$ cat src/rtl/writeback_unit_pkg.sv
// Shared encodings for the writeback unit: result-source selects, load sizes and FSM states.
package writeback_unit_pkg;

   localparam logic [1:0] SEL_MEM = 2'b00;
   localparam logic [1:0] SEL_PC  = 2'b01;
   localparam logic [1:0] SEL_ALU = 2'b10;
   localparam logic [1:0] SEL_IMM = 2'b11;

   localparam logic [1:0] LS_BYTE = 2'b00;
   localparam logic [1:0] LS_HALF = 2'b01;
   localparam logic [1:0] LS_WORD = 2'b10;

   typedef enum logic [1:0] {
      ST_IDLE     = 2'b00,
      ST_WAIT_MEM = 2'b01,
      ST_IRQ      = 2'b10
   } wb_state_e;

endpackage

$ cat src/rtl/writeback_unit_load_aligner.sv
// Combinational load aligner: extracts the addressed byte/halfword/word from a memory
// beat and zero- or sign-extends it to the register width.
module load_aligner
   import writeback_unit_pkg::*;
#(
   parameter int  DATA_W = 32,
   localparam int OFF_W  = $clog2(DATA_W / 8)
) (
   input  logic [DATA_W-1:0] data_i,
   input  logic [1:0]        size_i,
   input  logic              signed_i,
   input  logic [OFF_W-1:0]  off_i,
   output logic [DATA_W-1:0] data_o
);

   logic [OFF_W+2:0] byte_lsb_s;
   logic [OFF_W+2:0] half_lsb_s;
   logic [7:0]       byte_s;
   logic [15:0]      half_s;

   // Select the addressed lane (halfword ignores off[0]) and extend it.
   always_comb begin
      byte_lsb_s = {off_i, 3'b000};
      half_lsb_s = {off_i[OFF_W-1:1], 4'b0000};
      byte_s     = data_i[byte_lsb_s +: 8];
      half_s     = data_i[half_lsb_s +: 16];
      case (size_i)
         LS_BYTE:        data_o = {{(DATA_W-8){signed_i & byte_s[7]}}, byte_s};
         LS_HALF:        data_o = {{(DATA_W-16){signed_i & half_s[15]}}, half_s};
         LS_WORD, 2'b11: data_o = data_i;
         default:        data_o = data_i;
      endcase
   end

endmodule

$ cat src/rtl/writeback_unit.sv
// Writeback stage: muxes the result source, waits for load data with a timeout,
// and takes interrupts between instructions. All register-file outputs are registered.
module writeback_unit
   import writeback_unit_pkg::*;
#(
   parameter int  DATA_W      = 32,
   parameter int  REG_AW      = 5,
   parameter int  MEM_TIMEOUT = 16,
   localparam int OFF_W       = $clog2(DATA_W / 8)
) (
   input  logic              i_Clk,
   input  logic              i_Rst,
   input  logic              i_Valid,
   output logic              o_Ready,
   input  logic [1:0]        i_RfDataInSel,
   input  logic [DATA_W-1:0] i_AluOut,
   input  logic [DATA_W-1:0] i_Imm22,
   input  logic [DATA_W-1:0] i_ProgramCounter,
   input  logic [REG_AW-1:0] i_DestReg,
   input  logic              i_WriteEn,
   input  logic [1:0]        i_LoadSize,
   input  logic              i_LoadSigned,
   input  logic [OFF_W-1:0]  i_ByteOff,
   input  logic              i_MemValid,
   input  logic [DATA_W-1:0] i_DataMem,
   input  logic              i_InterruptSignal,
   output logic              o_RfWe,
   output logic [REG_AW-1:0] o_RfAddr,
   output logic [DATA_W-1:0] o_RfData,
   output logic              o_BusErr,
   output logic              o_IrqAck
);

   localparam logic [7:0] CNT_LAST = 8'(MEM_TIMEOUT - 1);

   wb_state_e         state_q;
   logic              pending_q;
   logic              irq_prev_q;
   logic [7:0]        cnt_q;
   logic [REG_AW-1:0] ld_dest_q;
   logic              ld_we_q;
   logic [1:0]        ld_size_q;
   logic              ld_signed_q;
   logic [OFF_W-1:0]  ld_off_q;
   logic              rf_we_q;
   logic [REG_AW-1:0] rf_addr_q;
   logic [DATA_W-1:0] rf_data_q;
   logic              bus_err_q;
   logic              irq_ack_q;

   logic              irq_rise_s;
   logic              irq_take_s;
   logic              accept_s;
   logic [DATA_W-1:0] src_s;
   logic [DATA_W-1:0] aligned_s;

   assign irq_rise_s = i_InterruptSignal & ~irq_prev_q;
   assign irq_take_s = (state_q == ST_IDLE) & pending_q;
   assign o_Ready    = (state_q == ST_IDLE) & ~pending_q;
   assign accept_s   = i_Valid & o_Ready;

   assign o_RfWe   = rf_we_q;
   assign o_RfAddr = rf_addr_q;
   assign o_RfData = rf_data_q;
   assign o_BusErr = bus_err_q;
   assign o_IrqAck = irq_ack_q;

   // Non-memory result source mux.
   always_comb begin
      case (i_RfDataInSel)
         SEL_PC:  src_s = i_ProgramCounter;
         SEL_ALU: src_s = i_AluOut;
         SEL_IMM: src_s = i_Imm22;
         default: src_s = {DATA_W{1'b0}};
      endcase
   end

   load_aligner #(.DATA_W(DATA_W)) u_aligner (
      .data_i   (i_DataMem),
      .size_i   (ld_size_q),
      .signed_i (ld_signed_q),
      .off_i    (ld_off_q),
      .data_o   (aligned_s)
   );

   // Writeback FSM with registered outputs; a new interrupt edge outranks the clear.
   always_ff @(posedge i_Clk or negedge i_Rst) begin
      if (!i_Rst) begin
         state_q     <= ST_IDLE;
         pending_q   <= 1'b0;
         irq_prev_q  <= 1'b0;
         cnt_q       <= 8'd0;
         ld_dest_q   <= {REG_AW{1'b0}};
         ld_we_q     <= 1'b0;
         ld_size_q   <= 2'b00;
         ld_signed_q <= 1'b0;
         ld_off_q    <= {OFF_W{1'b0}};
         rf_we_q     <= 1'b0;
         rf_addr_q   <= {REG_AW{1'b0}};
         rf_data_q   <= {DATA_W{1'b0}};
         bus_err_q   <= 1'b0;
         irq_ack_q   <= 1'b0;
      end else begin
         irq_prev_q <= i_InterruptSignal;
         pending_q  <= irq_rise_s | (pending_q & ~irq_take_s);
         rf_we_q    <= 1'b0;
         bus_err_q  <= 1'b0;
         irq_ack_q  <= 1'b0;
         case (state_q)
            ST_IDLE: begin
               if (irq_take_s) begin
                  state_q   <= ST_IRQ;
                  irq_ack_q <= 1'b1;
               end else if (accept_s && (i_RfDataInSel == SEL_MEM)) begin
                  state_q     <= ST_WAIT_MEM;
                  cnt_q       <= 8'd0;
                  ld_dest_q   <= i_DestReg;
                  ld_we_q     <= i_WriteEn & (i_DestReg != {REG_AW{1'b0}});
                  ld_size_q   <= i_LoadSize;
                  ld_signed_q <= i_LoadSigned;
                  ld_off_q    <= i_ByteOff;
               end else if (accept_s) begin
                  rf_we_q   <= i_WriteEn & (i_DestReg != {REG_AW{1'b0}});
                  rf_addr_q <= i_DestReg;
                  rf_data_q <= src_s;
               end
            end
            ST_WAIT_MEM: begin
               if (i_MemValid) begin
                  state_q   <= ST_IDLE;
                  rf_we_q   <= ld_we_q;
                  rf_addr_q <= ld_dest_q;
                  rf_data_q <= aligned_s;
               end else if (cnt_q == CNT_LAST) begin
                  state_q   <= ST_IDLE;
                  bus_err_q <= 1'b1;
               end else begin
                  cnt_q <= cnt_q + 8'd1;
               end
            end
            ST_IRQ:  state_q <= ST_IDLE;
            default: state_q <= ST_IDLE;
         endcase
      end
   end

endmodule

$ cat config.mk
export PLATFORM = sky130hd
export DESIGN_NAME = writeback_unit
export DESIGN_NICKNAME = d
export VERILOG_FILES = /design/src/rtl/writeback_unit_pkg.sv /design/src/rtl/writeback_unit_load_aligner.sv /design/src/rtl/writeback_unit.sv
export SDC_FILE = /design/constraint.sdc
export NUM_CORES = 1
export LEC_CHECK = 0
export CELL_PAD_IN_SITES_DETAIL_PLACEMENT = 1
export CELL_PAD_IN_SITES_GLOBAL_PLACEMENT = 1
export CORE_MARGIN = 1
export CORE_UTILIZATION = 31
export CTS_CLUSTER_SIZE = 28
export DETAILED_ROUTE_END_ITERATION = 8
export GPL_TIMING_DRIVEN = 0
export PLACE_DENSITY_LB_ADDON = 0.1
export SYNTH_ARGS = -nofsm -noshare
export SYNTH_HDL_FRONTEND = slang
export SYNTH_SLANG_ARGS = --single-unit
$ cat constraint.sdc
create_clock -name i_Clk -period 2.4 [get_ports i_Clk]
set_clock_uncertainty 0.1 [all_clocks]
set_input_delay 0.48 -clock i_Clk [delete_from_list [all_inputs] [get_ports i_Clk]]
set_output_delay 0.48 -clock i_Clk [all_outputs]
set_load 0.01 [all_outputs]
==> impl_metrics.json, run 1 <==
{
  "outcome": "completed",
  "synthTopCellsByArea": "dfrtp_1 (39%), mux2_2 (12%), a221oi_1 (9.4%)",
  "synth_top_area_share": 0.387,
  "worstSetupStartpointType": "input pin",
  "avgSynthCellArea_sq_um": 9.73,
  "hold_class": "in2async",
  "grt_max_degree": 64,
  "fmax_mhz": 438,
  "synth-async-reset-ratio": 1.00,
  "cts_hold_buf": 0,
  "fin_crit_sh": 0.952,
  "register_area_sq_um": 1580,
  "yosysMostFrequentCell": "dfrtp_1",
  "hold_viol_final": 0,
  "holdWs_ns": 0.144,
  "syn_nets": 566,
  "crit_arrival_ns": 2.39,
  "dieArea_sq_um": 13600,
  "cts_buffer_depth": 2,
  "gr-usage-all-layers": 0.251,
  "cp.required_ns": 2.51,
  "rows": 41,
  "grt_pass1_vias": 4581,
  "antenna_found_initial": 0,
  "ioPinCount": 187,
  "cts.clk_slew.worst_paths_ns": 0.06,
  "vias_per_cell": 5.55,
  "rsz0062_at_grt": "false",
  "top_usage_layer": "met2",
  "drive_above_1_share": 0.146,
  "gp_congestion": 0.919,
  "met2_usage": 0.422,
  "drt-total-wl_mm": 17.0,
  "maxCapViolCount": 0,
  "p_leak_nw": 2.47,
  "ys_seq_area_frac": 0.387,
  "place_ws_ns": -0.410,
  "fin_ws_ns": 0.115,
  "drt_iter0_drc": 208,
  "layout.nets": 759,
  "ys_seq_elements": 63,
  "finalSetupViolCount": 0,
  "ys_warn_count": 0,
  "report.final.slew_viol_count": 0,
  "dp.final_hpwl_mm": 13.2,
  "routed-via-count": 4386,
  "fillCellCount": 1449,
  "yosysTopAreaCell": "dfrtp_1",
  "numClockSinks": 63,
  "worst-setup-path-type": "in2reg",
  "cts-htree-levels": 3,
  "power_per_cell_area_nw_per_um2": 827,
  "cts_root_buf": "clkbuf_16",
  "worst_setup_path_end_kind": "flip-flop",
  "clkLatencyLatePin_ns": 0.33,
  "die_h_um": 117,
  "syn_inst": 419,
  "drc": 0,
  "crit_fanout": 7,
  "met3_usage": 0.0426,
  "drt_first_pass_iters": 5,
  "peakVddDrop_mv": 0.458,
  "grt.overflow.total": 0,
  "synth_area_sq_um": 4080,
  "synthTopCellsByCount": "dfrtp_1 (63), nand2_1 (52), a221oi_1 (44), mux2_2 (44), clkbuf_1 (29)",
  "tightest_slew_ns": 0.822,
  "grt_pass1_wl_mm": 25.6,
  "synthToLayoutAreaGrowth_pct": 57.6,
  "synth_cell_types": 52,
  "start_util": 0.321,
  "max-slew-margin-rel": 0.452,
  "core_area_sq_um": 12700,
  "die_w_um": 117,
  "gr-usage-met1": 0.325,
  "cts_tree": "built",
  "multi_input_area_sq_um": 2270,
  "drtAntennaViolNets": 0,
  "routedWlPerCell_um": 21.5,
  "p_total_mw": 5.31,
  "port_buffers": 184,
  "numCtsBuffers": 9,
  "fin_crit_ns": 2.29,
  "synth_edf_count": 0,
  "ys.flop_type": "dfrtp_1"
}
## final timing paths
check	from	to	slack [ns]	cells past startpoint
min	i_Rst	o_RfData[4]$_DFFE_PN0P_	0.14	1
max reg2reg	ld_off_q[1]$_DFFE_PN0P_	o_RfData[23]$_DFFE_PN0P_	0.18	5
max	i_DataMem[23]	o_RfData[14]$_DFFE_PN0P_	0.11	5
min in group i_Clk	irq_prev_q$_DFF_PN0_	pending_q$_DFF_PN0_	0.33	1
min reg2reg	irq_prev_q$_DFF_PN0_	pending_q$_DFF_PN0_	0.33	1
max in group asynchronous	i_Rst	ld_dest_q[4]$_DFFE_PN0P_	1.52	1
## cells by family (layout without fill, tap and decap cells)
logic type / after synthesis / count (layout) / share of synthesized area
AO/OA/AOI/OAI: 123 / 123 / 0.248
adder cells (fa/ha/maj): 1 / 1 / 0.00307
buffers and inverters: 50 / 248 / 0.0558
flip-flops: 63 / 63 / 0.387
multiplexers: 47 / 47 / 0.132
other: 0 / 1 / 0
AND/OR/NAND/NOR: 135 / 135 / 0.175
## what timing repair did
item | in CTS | in global routing
endpoints found under the setup margin | 7 | 21
resized for setup | 0 | 10
pin swaps | 0 | 0
buffers inserted | 1 | 0
## critical path: stages
cell	delay, ns
clkdlybuf4s50_1	0.50
mux4_2	0.53
nand4_1	0.31
a41oi_1	0.24
a221o_1	0.32
## cells in the final DEF, fill, tap and decap left out, types with 3 or more instances in the layout
| cell type | Yosys | layout |
|---|---|---|
| buf_4 | 3 | 5 |
| a41oi_1 | 6 | 6 |
| nor2b_1 | 5 | 5 |
| o21ai_0 | 9 | 9 |
| nor3b_1 | 3 | 3 |
| clkbuf_1 | 29 | 21 |
| a21oi_1 | 7 | 7 |
| nand3_1 | 13 | 13 |
| nand2b_1 | 3 | 3 |
| buf_2 | 5 | 5 |
| a31oi_1 | 10 | 10 |
| nand4bb_1 | 3 | 3 |
| clkdlybuf4s50_1 | 0 | 183 |
| nor2_1 | 27 | 27 |
| nand4b_1 | 6 | 6 |
| buf_6 | 3 | 3 |
| mux2_2 | 44 | 44 |
| a221oi_1 | 44 | 44 |
| nor3_1 | 3 | 3 |
| a221o_1 | 8 | 8 |
| o31ai_1 | 8 | 8 |
| nand2_1 | 52 | 52 |
| a22o_1 | 9 | 9 |
| clkbuf_16 | 0 | 9 |
| dfrtp_1 | 63 | 63 |
| o211ai_1 | 6 | 6 |
| nand3b_1 | 7 | 7 |
| inv_6 | 0 | 3 |
| or4bb_1 | 3 | 3 |
| clkbuf_2 | 0 | 5 |
| inv_1 | 7 | 7 |
## layout make-up
| type | count | area share |
|---|---|---|
| clock buffer | 10 | 0.0372 |
| inverter | 8 | 0.00467 |
| antenna | 1 | 0.000389 |
| multi-input combinational | 306 | 0.354 |
| sequential | 63 | 0.245 |
| timing repair buffer | 185 | 0.287 |
| tap | 172 | 0.0335 |
| buffer | 39 | 0.0300 |
| clock inverter | 6 | 0.00798 |
## sequential cells by signal (all words and copies together) (netlist names)
name         flops
o_RfAddr         5
cnt_q            8
ld_signed_q      1
pending_q        1
ld_size_q        2
ld_off_q         2
ld_we_q          1
o_BusErr         1
o_RfWe           1
o_IrqAck         1
o_RfData        32
ld_dest_q        5
irq_prev_q       1
state_q          2
## routing by layer
layer | vias up | part of all wire
met4 | 0 | 0.022
li1 | 2022 | -
met2 | 174 | 0.49
met3 | 26 | 0.073
met5 | - | 0
met1 | 2164 | 0.42
## power breakdown
group	switching (mW)	total, mW	internal [mW]
clock	0.531	1.27	0.742
combinational	1.12	2.34	1.22
sequential	0.280	1.70	1.42
## stage by stage
stage | cell area, sq um | TNS, ns | util | std cells
finish | 6430 | 0 | 0.505 | 790
global route | 6430 | 0 | 0.505 | 789
CTS | 6430 | 0 | 0.506 | 792
detailed placement | 6130 | -10.40 | 0.482 | 775
global placement | 6140 | -97.43 | 0.482 | 775
floorplan | 4080 | 0 | - | 419
Note: power is estimated with default switching activity, not from simulation.
==> run 2: changes to the inputs <==
--- a/config.mk
+++ b/config.mk
@@ -8,7 +8,7 @@
 export CELL_PAD_IN_SITES_DETAIL_PLACEMENT = 1
 export CELL_PAD_IN_SITES_GLOBAL_PLACEMENT = 1
 export CORE_MARGIN = 1
-export CORE_UTILIZATION = 31
+export CORE_UTILIZATION = 30
 export CTS_CLUSTER_SIZE = 28
 export DETAILED_ROUTE_END_ITERATION = 8
 export GPL_TIMING_DRIVEN = 0
==> run 2 against run 1 <==
  * Clock power grew 14%
  * Cell count grew 0.51%
  * Power grew 3.3%
  * Count of clock-buffer cells in the layout grew 2
  * Combinational power is essentially flat
  * Utilization shrank 1.6 points
  * Highest routed layer unchanged
  * Worst hold slack lost 0.025 ns
  * Sequential share of layout area shrank 0.18 points
  * First-iteration DRC count shrank 13%
  * Largest power group unchanged
  * Maximum frequency is essentially flat
  * Sequential power is essentially flat
==> impl_metrics.json, run 2 (same netlist as run 1, synthesis figures left out) <==
{
  "outcome": "completed",
  "power_per_cell_area_nw_per_um2": 847,
  "mostFrequentLayoutCell": "clkdlybuf4s50_1",
  "startpoint": "ld_size_q[0]$_DFFE_PN0P_",
  "r2r_start": "ld_size_q[0]$_DFFE_PN0P_",
  "drc": 0,
  "r2r_end": "o_RfData[2]$_DFFE_PN0P_",
  "core_area_sq_um": 13200,
  "final_area_sq_um": 6480,
  "report.final.slew_viol_count": 0,
  "cp.required_ns": 2.50,
  "path_cells": "clkbuf_1 -> clkbuf_1 -> nand4b_1 -> o211ai_1 -> a221oi_1 -> o31ai_1",
  "num_antenna_cells": 0,
  "crit_path_end": "o_RfData[2]$_DFFE_PN0P_",
  "rows": 42,
  "routed-via-count": 4380,
  "numCtsBuffers": 9,
  "layout_common_cells": "clkdlybuf4s50_1 (183), dfrtp_1 (63), nand2_1 (52), mux2_2 (44), a221oi_1 (44)",
  "max_stage_delay_ns": 0.45,
  "die_w_um": 119,
  "ioPinCount": 187,
  "maxCapViolCount": 0,
  "drt_first_pass_iters": 4,
  "die_h_um": 119,
  "dieArea_sq_um": 14100,
  "fin_crit_sh": 0.952,
  "final_util": 0.489,
  "gr-usage-all-layers": 0.237,
  "drtAntennaViolNets": 0,
  "drt_iter0_drc": 182,
  "grt_pass1_vias": 4511,
  "cts_tree": "built",
  "peakVddDrop_mv": 0.406,
  "rsz0062_at_grt": "false",
  "max-slew-margin-rel": 0.448,
  "hold_viol_final": 0,
  "gp_congestion": 0.864,
  "fillCellCount": 1500,
  "largest_register_ffs": 32,
  "routedWlPerCell_um": 21.0,
  "cts_root_buf": "clkbuf_16",
  "crit_arrival_ns": 2.39,
  "drive_above_1_share": 0.139,
  "worst-setup-path-type": "reg2reg",
  "fin_crit_ns": 2.28,
  "worstSetupStartpointType": "flip-flop",
  "grt_pass1_wl_mm": 25.5,
  "p_total_mw": 5.49,
  "cts_buffer_depth": 2,
  "hold_class": "in2async",
  "finalSetupViolCount": 0,
  "cts-htree-levels": 3,
  "p_leak_nw": 2.49,
  "tightest_slew_ns": 0.828,
  "clkLatencyLatePin_ns": 0.33,
  "start_util": 0.308,
  "numClockSinks": 63,
  "vias_per_cell": 5.52,
  "port_buffers": 184,
  "layout.nets": 761,
  "rrSetupSlack_ns": 0.12,
  "synthToLayoutAreaGrowth_pct": 58.8,
  "worst_setup_path_end_kind": "flip-flop",
  "critPathSlowestCell": "a221oi_1",
  "dpl-instance-area_sq_um": 6140,
  "cts.clk_slew.worst_paths_ns": 0.05,
  "cts_hold_buf": 0,
  "crit_top_cell": "clkbuf_1",
  "grt_max_degree": 64,
  "dp.final_hpwl_mm": 13.0,
  "crit_fanout": 10,
  "grt.overflow.total": 0,
  "drt-total-wl_mm": 16.7,
  "fmax_mhz": 438,
  "ff2ff_path_depth": 6,
  "antenna_found_initial": 0
}
-- run 2: critical path: cells and delay by family (launching register included) --
kind	cells	cell delay, ns
buf+inv	2	0.74
compound gates	3	0.70
flops	1	0.42
simple gates	1	0.18
-- run 2: worst min-delay path by stage --
stage                               from                       end  slack [ns]  depth (start not counted)
finish                             i_Rst  o_RfData[27]$_DFFE_PN0P_        0.12                          1
global route                       i_Rst  o_RfData[27]$_DFFE_PN0P_        0.20                          1
CTS                                i_Rst  o_RfData[27]$_DFFE_PN0P_        0.18                          1
detailed placement  irq_prev_q$_DFF_PN0_       pending_q$_DFF_PN0_        0.36                          1
global placement    irq_prev_q$_DFF_PN0_       pending_q$_DFF_PN0_        0.32                          1
floorplan                          i_Rst      cnt_q[0]$_DFFE_PN0P_        0.08                          0
-- run 2: repair_timing --
action,CTS,global route
buffers inserted,1,0
pin swaps,0,0
resized for setup,1,2
setup endpoints to repair,2,11
-- run 2: metal layers --
layer | global-route usage | share of wire | vias to the layer above
met2 | 0.384 | 0.46 | 163
met4 | 0.0957 | 0.026 | 0
met3 | 0.0410 | 0.053 | 27
met5 | 0 | 0 | -
met1 | 0.313 | 0.46 | 2170
li1 | - | - | 2020
-- run 2: metrics by stage --
step | instances | setup WS (ns) | setup TNS, ns | hold WS, ns
global route | 794 | 0.00443 | 0 | 0.198
detailed placement | 779 | -0.365 | -9.14 | 0.358
CTS | 795 | 0.0131 | 0 | 0.180
floorplan | 419 | 0.280 | 0 | 0.0844
global placement | 779 | -1.43 | -96.85 | 0.315
finish | 794 | 0.115 | 0 | 0.119
-- run 2: cell type report --
type | count | area [sq um] | area share
plain buffers | 41 | 196 | 0.0303
clock buffers | 12 | 267 | 0.0412
clock inverters | 3 | 65.1 | 0.0100
inverters | 8 | 30.0 | 0.00464
multi-input cells | 306 | 2270 | 0.351
flip-flops and latches | 63 | 1580 | 0.243
well taps | 176 | 220 | 0.0340
repair buffers | 185 | 1850 | 0.285
-- run 2: power breakdown --
group          switching [mW]  total, mW  internal [mW]
registers               0.257       1.68           1.42
clock network           0.468       1.45          0.986
logic                    1.13       2.35           1.22
total                    1.86       5.49           3.63
